[src/rtl/fpu_fma_resp_queue_if.sv]
// Handshake bundle between the FMA pipe output, the issue logic and the writeback arbiter.
// The slave modport is the response queue; the master modport is the surrounding pipeline.
interface fpu_fma_resp_queue_if #(
   parameter int DEPTH = 4
);
   localparam int INFLIGHT_W = $clog2(DEPTH + 1);

   logic                  issue_valid;
   logic                  issue_ready;
   logic                  pipe_out_valid;
   logic [64:0]           pipe_out_bits_data;
   logic [4:0]            pipe_out_bits_exc;
   logic                  resp_valid;
   logic                  resp_ready;
   logic [64:0]           resp_bits_data;
   logic [4:0]            resp_bits_exc;
   logic [INFLIGHT_W-1:0] inflight;
   logic                  err;

   modport slave (
      input  issue_valid,
      output issue_ready,
      input  pipe_out_valid,
      input  pipe_out_bits_data,
      input  pipe_out_bits_exc,
      output resp_valid,
      input  resp_ready,
      output resp_bits_data,
      output resp_bits_exc,
      output inflight,
      output err
   );

   modport master (
      output issue_valid,
      input  issue_ready,
      output pipe_out_valid,
      output pipe_out_bits_data,
      output pipe_out_bits_exc,
      input  resp_valid,
      output resp_ready,
      input  resp_bits_data,
      input  resp_bits_exc,
      input  inflight,
      input  err
   );
endinterface

[src/rtl/fpu_fma_resp_queue.sv]
// Credit-managed response FIFO behind the fixed-latency FMA pipe (no backpressure on the pipe).
// Optional sticky protocol-error flag is enabled by defining FPU_RESP_ERR_CHECK_EN.
module fpu_fma_resp_queue #(
   parameter int DEPTH = 4
) (
   input logic                 clock,
   input logic                 reset,
   fpu_fma_resp_queue_if.slave io
);
   localparam int PTR_W = $clog2(DEPTH);
   localparam int CNT_W = $clog2(DEPTH + 1);
   localparam int SUM_W = CNT_W + 1;

   typedef struct packed {
      logic [64:0] data;
      logic [4:0]  exc;
   } entry_t;

   generate
      if (DEPTH < 2 || DEPTH > 16) begin : g_bad_depth
         $error("fpu_fma_resp_queue: DEPTH must be in 2..16");
      end
   endgenerate

   entry_t           mem [DEPTH];
   logic [PTR_W-1:0] rd_ptr;
   logic [PTR_W-1:0] wr_ptr;
   logic [CNT_W-1:0] count;
   logic [CNT_W-1:0] inflight_q;

   logic issue_fire;
   logic push;
   logic pop;
   logic full;
   logic push_accept;

   // Pointers wrap explicitly so non-power-of-2 depths never index past the last entry.
   function automatic logic [PTR_W-1:0] next_ptr(input logic [PTR_W-1:0] p);
      return (p == PTR_W'(DEPTH - 1)) ? '0 : p + PTR_W'(1);
   endfunction

   // Credits come from registered state only: a pop releases its slot one cycle later.
   assign io.issue_ready  = ({1'b0, count} + {1'b0, inflight_q}) < SUM_W'(DEPTH);
   assign io.resp_valid   = (count != '0);
   assign io.resp_bits_data = mem[rd_ptr].data;
   assign io.resp_bits_exc  = mem[rd_ptr].exc;
   assign io.inflight     = inflight_q;

   always_comb begin
      // NOTE: every always_comb output gets a default first so no path can infer a latch.
      issue_fire  = 1'b0;
      push        = 1'b0;
      pop         = 1'b0;
      full        = 1'b0;
      push_accept = 1'b0;

      issue_fire  = io.issue_valid & io.issue_ready;
      push        = io.pipe_out_valid;
      pop         = io.resp_valid & io.resp_ready;
      full        = (count == CNT_W'(DEPTH));
      push_accept = push & (~full | pop);
   end

   // NOTE: storage sits on the async reset because the head must read as zero after reset.
   always_ff @(posedge clock or posedge reset) begin
      if (reset) begin
         for (int i = 0; i < DEPTH; i++) begin
            mem[i] <= '0;
         end
      end else if (push_accept) begin
         // NOTE: sequential state always uses non-blocking assignments to avoid update races.
         mem[wr_ptr] <= '{data: io.pipe_out_bits_data, exc: io.pipe_out_bits_exc};
      end
   end

   always_ff @(posedge clock or posedge reset) begin
      if (reset) begin
         rd_ptr     <= '0;
         wr_ptr     <= '0;
         count      <= '0;
         inflight_q <= '0;
      end else begin
         if (push_accept) begin
            wr_ptr <= next_ptr(wr_ptr);
         end
         if (pop) begin
            rd_ptr <= next_ptr(rd_ptr);
         end

         unique case ({push_accept, pop})
            2'b10:   count <= count + CNT_W'(1);
            2'b01:   count <= count - CNT_W'(1);
            default: count <= count;
         endcase

         // An unsolicited return with nothing in flight leaves the counter parked at zero.
         unique case ({issue_fire, push})
            2'b10:   inflight_q <= inflight_q + CNT_W'(1);
            2'b01:   inflight_q <= (inflight_q != '0) ? inflight_q - CNT_W'(1) : '0;
            default: inflight_q <= inflight_q;
         endcase
      end
   end

`ifdef FPU_RESP_ERR_CHECK_EN
   logic err_q;
   logic overflow;
   logic unsolicited;

   assign overflow    = push & full & ~pop;
   assign unsolicited = push & (inflight_q == '0);

   always_ff @(posedge clock or posedge reset) begin
      if (reset) begin
         err_q <= 1'b0;
      end else if (overflow | unsolicited) begin
         err_q <= 1'b1;
      end
   end

   assign io.err = err_q;
`else
   assign io.err = 1'b0;
`endif

endmodule

[src/flat_wrapper.sv]
// flat-port wrapper written by rule: the top's interface ports become plain ports
module fpu_fma_resp_queue_flat 
#(
   parameter int DEPTH = 4
)
  (clock, reset, io_issue_valid, io_issue_ready, io_pipe_out_valid, io_pipe_out_bits_data, io_pipe_out_bits_exc, io_resp_valid, io_resp_ready, io_resp_bits_data, io_resp_bits_exc, io_inflight, io_err);
  fpu_fma_resp_queue_if #(.DEPTH(DEPTH)) io_i ();
  input logic clock;
  input logic reset;
  input wire logic [$bits(io_i.issue_valid)-1:0] io_issue_valid;
  output wire logic [$bits(io_i.issue_ready)-1:0] io_issue_ready;
  input wire logic [$bits(io_i.pipe_out_valid)-1:0] io_pipe_out_valid;
  input wire logic [$bits(io_i.pipe_out_bits_data)-1:0] io_pipe_out_bits_data;
  input wire logic [$bits(io_i.pipe_out_bits_exc)-1:0] io_pipe_out_bits_exc;
  output wire logic [$bits(io_i.resp_valid)-1:0] io_resp_valid;
  input wire logic [$bits(io_i.resp_ready)-1:0] io_resp_ready;
  output wire logic [$bits(io_i.resp_bits_data)-1:0] io_resp_bits_data;
  output wire logic [$bits(io_i.resp_bits_exc)-1:0] io_resp_bits_exc;
  output wire logic [$bits(io_i.inflight)-1:0] io_inflight;
  output wire logic [$bits(io_i.err)-1:0] io_err;
  assign io_i.issue_valid = io_issue_valid;
  assign io_issue_ready = io_i.issue_ready;
  assign io_i.pipe_out_valid = io_pipe_out_valid;
  assign io_i.pipe_out_bits_data = io_pipe_out_bits_data;
  assign io_i.pipe_out_bits_exc = io_pipe_out_bits_exc;
  assign io_resp_valid = io_i.resp_valid;
  assign io_i.resp_ready = io_resp_ready;
  assign io_resp_bits_data = io_i.resp_bits_data;
  assign io_resp_bits_exc = io_i.resp_bits_exc;
  assign io_inflight = io_i.inflight;
  assign io_err = io_i.err;
  fpu_fma_resp_queue #(.DEPTH(DEPTH)) u_core (.clock(clock), .reset(reset), .io(io_i));
endmodule
[config.mk]
export PLATFORM = sky130hd
export DESIGN_NAME = fpu_fma_resp_queue_flat
export DESIGN_NICKNAME = d
export VERILOG_FILES = /design/src/rtl/fpu_fma_resp_queue_if.sv /design/src/rtl/fpu_fma_resp_queue.sv /design/src/flat_wrapper.sv
export SDC_FILE = /design/constraint.sdc
export NUM_CORES = 1
export LEC_CHECK = 0
export BUFFER_PORTS_ARGS = -buffer_cell sky130_fd_sc_hd__buf_4
export CAP_MARGIN = 40
export CORE_MARGIN = 2
export CORE_UTILIZATION = 58
export CTS_CLUSTER_DIAMETER = 40
export DETAILED_ROUTE_END_ITERATION = 10
export PLACE_DENSITY_LB_ADDON = 0.12
export SLEW_MARGIN = 20
export SYNTH_ARGS = -nofsm -noshare
export SYNTH_HDL_FRONTEND = slang
export SYNTH_SLANG_ARGS = --single-unit
[constraint.sdc]
create_clock -name clock -period 8.8 [get_ports clock]
set_input_delay 0 -clock clock [delete_from_list [all_inputs] [get_ports clock]]
set_output_delay 0 -clock clock [all_outputs]
set_load 0.05 [all_outputs]
After elaboration in Yosys (flattened, before gate mapping)
Index checks and enable logic that the tools add are counted.
{"block": "totals", "regBits": 290, "latch_bits": 0, "ram_bits": 0, "rom_bits": 0, "wordCells": 53, "mem_count": 0}
{"block": "op_classes", "n_addsub": 7, "n_mul": 0, "div_mod_pow": 0, "n_lt_le_gt_ge": 4, "eq_ne": 7, "n_shift": 0, "n_mux": 11, "bitwise": 7, "reduce_logical": 5}
{"operator": "$bwmux 280", "count": 1}
{"operator": "$mux 70", "count": 3}
{"operator": "$bmux 70 s2", "count": 1}
{"operator": "$demux 70 s2", "count": 1}
{"operator": "$pmux 3 s2", "count": 2}
{"operator": "$eq 2x2->1 const B", "count": 4}
{"operator": "$add 3x1->3 const B", "count": 2}
{"operator": "$ge 3x3->1 const B", "count": 2}
{"operator": "$not 2->3", "count": 2}
{"operator": "$reduce_bool 3->1", "count": 2}
{"operator": "$sub 3x1->3 const B", "count": 2}
{"operator": "$add 2x1->2 const B", "count": 2}
{"operator": "$add 3x3->4", "count": 1}
{"operator": "$eq 2x1->1 const B", "count": 2}
{"operator": "$lt 4x3->1 const B", "count": 1}
{"operator": "$mux 2", "count": 2}
{"operator": "$reduce_bool 2->1", "count": 2}
{"operator": "$and 1x1->1", "count": 3}
{"operator": "$eq 3x3->1 const B", "count": 1}
{"operator": "$lt 3x1->1 const B", "count": 1}
{"operator": "$mux 3", "count": 1}
{"operator": "$logic_and 1x1->1", "count": 1}
{"operator": "$not 1->1", "count": 1}
{"operator": "$or 1x1->1", "count": 1}

Depth between registers and ports, before layout
{"block": "logic_depth", "word_depth": 6, "depth_mapped": 9, "ltp_nobuf": 9}

Least setup slack after synthesis
Ideal clock, no wire load.
{"block": "synth_path", "path_kind": "register to register", "start": "reg u_core.inflight_q[1], in the netlist u_core.io.inflight[1]", "end": "reg u_core.inflight_q[0], in the netlist u_core.io.inflight[0]", "setup_ps": 65, "t_arrival_ps": 3499, "setup_slack_ps": 5236, "stages_incl_launch_ff": 8, "path_buffers": 0, "period_less_slack_ps": 3564, "path_cell_list": "dfrtp_1 > ha_1 > and3_1 > nor4_1 > nand2_1 > ha_1 > a211oi_1 > a21o_1"}
{"block": "synth_between", "elab_chain_len": 5}
{"element": "start, declared", "line_no": "fpu_fma_resp_queue.sv:29", "text": "logic [CNT_W-1:0] inflight_q;"}
{"element": "start signal, assigned", "line_no": "fpu_fma_resp_queue.sv:98", "text": "2'b10: inflight_q <= inflight_q + CNT_W'(1);"}
{"element": "start signal, assigned", "line_no": "fpu_fma_resp_queue.sv:99", "text": "2'b01: inflight_q <= (inflight_q != '0) ? inflight_q - CNT_W'(1) : '0;"}
{"element": "start signal, assigned", "line_no": "fpu_fma_resp_queue.sv:100", "text": "default: inflight_q <= inflight_q;"}
{"element": "$add 3x3->4 (*)", "line_no": "fpu_fma_resp_queue.sv:43", "text": "assign io.issue_ready = ({1'b0, count} + {1'b0, inflight_q}) < SUM_W'(DEPTH);"}
{"element": "$lt 4x3->1 (*)", "line_no": "fpu_fma_resp_queue.sv:43"}
{"element": "via io_issue_ready", "line_no": "flat_wrapper.sv:11", "text": "output wire logic [$bits(io_i.issue_ready)-1:0] io_issue_ready;"}
{"element": "$and 1x1->1 (*)", "line_no": "fpu_fma_resp_queue.sv:57", "text": "issue_fire = io.issue_valid & io.issue_ready;"}
{"element": "$eq 2x1->1 or $eq 2x2->1 (tied branches)", "line_no": "fpu_fma_resp_queue.sv:97", "text": "unique case ({issue_fire, push})"}
{"element": "$pmux 3 s2 or $reduce_bool 2->1 (tied branches)"}
Mark *: on every way through the listed nets, which the timed path passes. The rest lies on a longest branch.
A chain may end at the register's enable or synchronous reset.

Worst setup path after layout
{"block": "layout_path", "start": "reg u_core.rd_ptr[1]", "end": "out io_resp_bits_data[48]"}
{"block": "layout_between", "elab_chain_len": 4}
{"element": "start, declared", "line_no": "fpu_fma_resp_queue.sv:26", "text": "logic [PTR_W-1:0] rd_ptr;"}
{"element": "start signal, assigned", "line_no": "fpu_fma_resp_queue.sv:87", "text": "rd_ptr <= next_ptr(rd_ptr);"}
{"element": "$not 2->3 (not written as such)", "line_no": "fpu_fma_resp_queue.sv:45", "text": "assign io.resp_bits_data = mem[rd_ptr].data;"}
{"element": "$bmux 70 s2", "line_no": "fpu_fma_resp_queue.sv:45"}
{"element": "$mux 70 (not written as such) (2 in a row)", "line_no": "fpu_fma_resp_queue.sv:45"}
{"element": "end, declared", "line_no": "flat_wrapper.sv:17", "text": "output wire logic [$bits(io_i.resp_bits_data)-1:0] io_resp_bits_data;"}
Every way passes these cells. The select of a mux whose other input is x is not followed.

==> out/results.txt <==
Run status: finished, final reports clean
Slew HR: 0.457
Critical Path RT: 8800 ps
Die Y: 153 um
Max-cap violations: 0
Clk buf depth: 3
Yosys top cell by area: dfrtp_1
Drt total wl: 27,600 um
FMAX: 331 MHz
CTS tree: done
Fin crit share: 0.343
Skew final: 8.43 ps
Core box area: 21,800 sq um
CTS sink count: 290
Count leader, synth: dfrtp_1
Starting Density: 0.590
Asr flop ratio synth: 1.00
Input/output buffers: 149
Pin count of the biggest net entering global routing: 81
Rows: 54
Worst-Margin Slew: 815 ps
Worst skew pair latency: 510 ps
GRT Resource Usage Total: 0.243
Post-synth EDFFs: 0
Worst-path clk slew: 60 ps
Number of H-tree levels: 2
Layout Nets: 1,068
Worst hold path class: in2reg
DRT Pass-1 Iters: 4
# Post-CTS Setup Buffers: 0
Die Wd: 153 um
Final Hold Viols: 0
Total number of vias: 7,441
# setup viols final: 0
RSZ-0062 raised after global routing: false
Clock root buffer: clkbuf_16
Iteration-0 DRC Markers: 229
Post-cts sizing count: 0
DR vias/cell: 5.78
Setup tns final: 0 ps
Area share of the largest cell type after synthesis: 0.564
First-pass GRT wire length: 45,300 um
Min cycle time layout: 3020 ps
Commonest cells in the netlist: dfrtp_1 (290), mux2_2 (284), mux4_2 (70), buf_6 (28), buf_2 (15)
Syn_nets: 837
Startpoint Class: flip-flop
Yosys warns: 0
Antenna violations before repair: 0
Number of synthesized register bits: 290
Ranking of synthesized cells by area: dfrtp_1 (56%), mux2_2 (25%), mux4_2 (12%)
Fin. max-slew vios: 0
Seq/Total Area, Yosys: 0.564
Mapped cell area: 12,900 sq um
GRT overflow: 0
Syn Area/Cell: 17.2 sq um
Yosys cell types: 27
CP max FO: 37
Wire length per cell: 21.4 um
Synthesized instance count: 748
Vias in the first global route: 8,559
Share of post-route cells with drive strength above 1: 0.587
CTS Buf Count: 39
Setup Crit Path Kind: reg2out
I/O pin cnt: 151
Layout area overhead: 25.8%
ANT nets after route: 0
Cts hold-fix bufs: 73
Top_reg_cell synth: dfrtp_1
DRC violations left: 0
Post-DP HPWL: 16,700 um
# diodes: 0
Critical Path AT: 3020 ps
Crit path capture type: output port
Die area: 23,400 sq um
GPL Wtd Cong: 0.733
## routing by layer
metal,wire (um),track usage,vias up
met2,14700,0.426,168
met5,0,0,-
met4,566,0.0754,0
li1,-,-,3231
met3,1190,0.0473,45
met1,11100,0.309,3997
## cells by family (layout without fill, tap and decap cells)
group           count (synthesis)  in the layout  share of synthesized area
simple gates                   21             21                    0.00952
mux                           356            356                      0.372
fa+ha+maj                      14             14                     0.0142
buf+inv                        56            315                     0.0344
compound gates                  7              7                    0.00350
other cells                     1              1                   0.000291
flops                         290            290                      0.564
xor+xnor                        3              3                    0.00204
## through the flow
stage	instance area (sq um)	utilization	cells	worst slack (ps)	hold WS, ps
global placement	14000	0.643	1140	6010	252
detailed placement	14100	0.648	1144	6150	107
floorplan	12900	-	748	794	152
global route	16200	0.742	1287	5590	95.8
CTS	16200	0.741	1286	5690	3.93
finish	16200	0.742	1287	5780	37.6
## final timing paths
path,from,to,slack [ps],cells after the start
setup / recovery,u_core.rd_ptr[1],io_resp_bits_data[48],5780,3
hold / removal,io_issue_valid,u_core.io.inflight[2],40,4
setup reg to reg,u_core.wr_ptr[0],u_core.mem[118],6170,6
hold reg to reg,u_core.mem[266],u_core.mem[266],500,1
max in group asynchronous,reset,u_core.mem[69],7210,6
min in group asynchronous,reset,u_core.mem[174],130,3
## sequential cells by signal (all words and copies together), names as in the netlist
| register | cells |
|---|---|
| u_core.mem | 280 |
| u_core.count | 3 |
| u_core.io.inflight | 3 |
| u_core.rd_ptr | 2 |
| u_core.wr_ptr | 2 |
## critical path: stages, from the launching register on
cell     delay [ps]
dfrtp_4         870
buf_4           730
mux4_2          640
buf_4           220
## area by class of cell
| cell class | instances | area [sq um] |
|---|---|---|
| Fill cell | 1342 | 5630 |
| Clock inverter | 24 | 234 |
| Inverter | 11 | 48.8 |
| Clock buffer | 45 | 1060 |
| Multi-Input combinational cell | 402 | 5190 |
| Timing Repair Buffer | 235 | 2040 |
| Tap cell | 280 | 350 |
| Sequential cell | 290 | 7260 |
## placed cells by master, fill, tap and decap left out, drive strengths merged, types with 2 or more instances in the layout
master	Yosys	routed
buf	45	162
mux2	284	284
a211oi	2	2
clkbuf	0	45
xor2	2	2
clkinvlp	0	7
a21o	2	2
inv	11	15
o21ai	2	2
mux4	70	70
ha	13	13
dfrtp	290	290
nor2	9	9
mux2i	2	2
nand2	6	6
clkinv	0	10
dlygate4sd3	0	73
bufinv	0	3
Power is left out: the tool's default activity adds up to more than one toggle a clock period on the data nets, which glitch-free logic cannot reach.
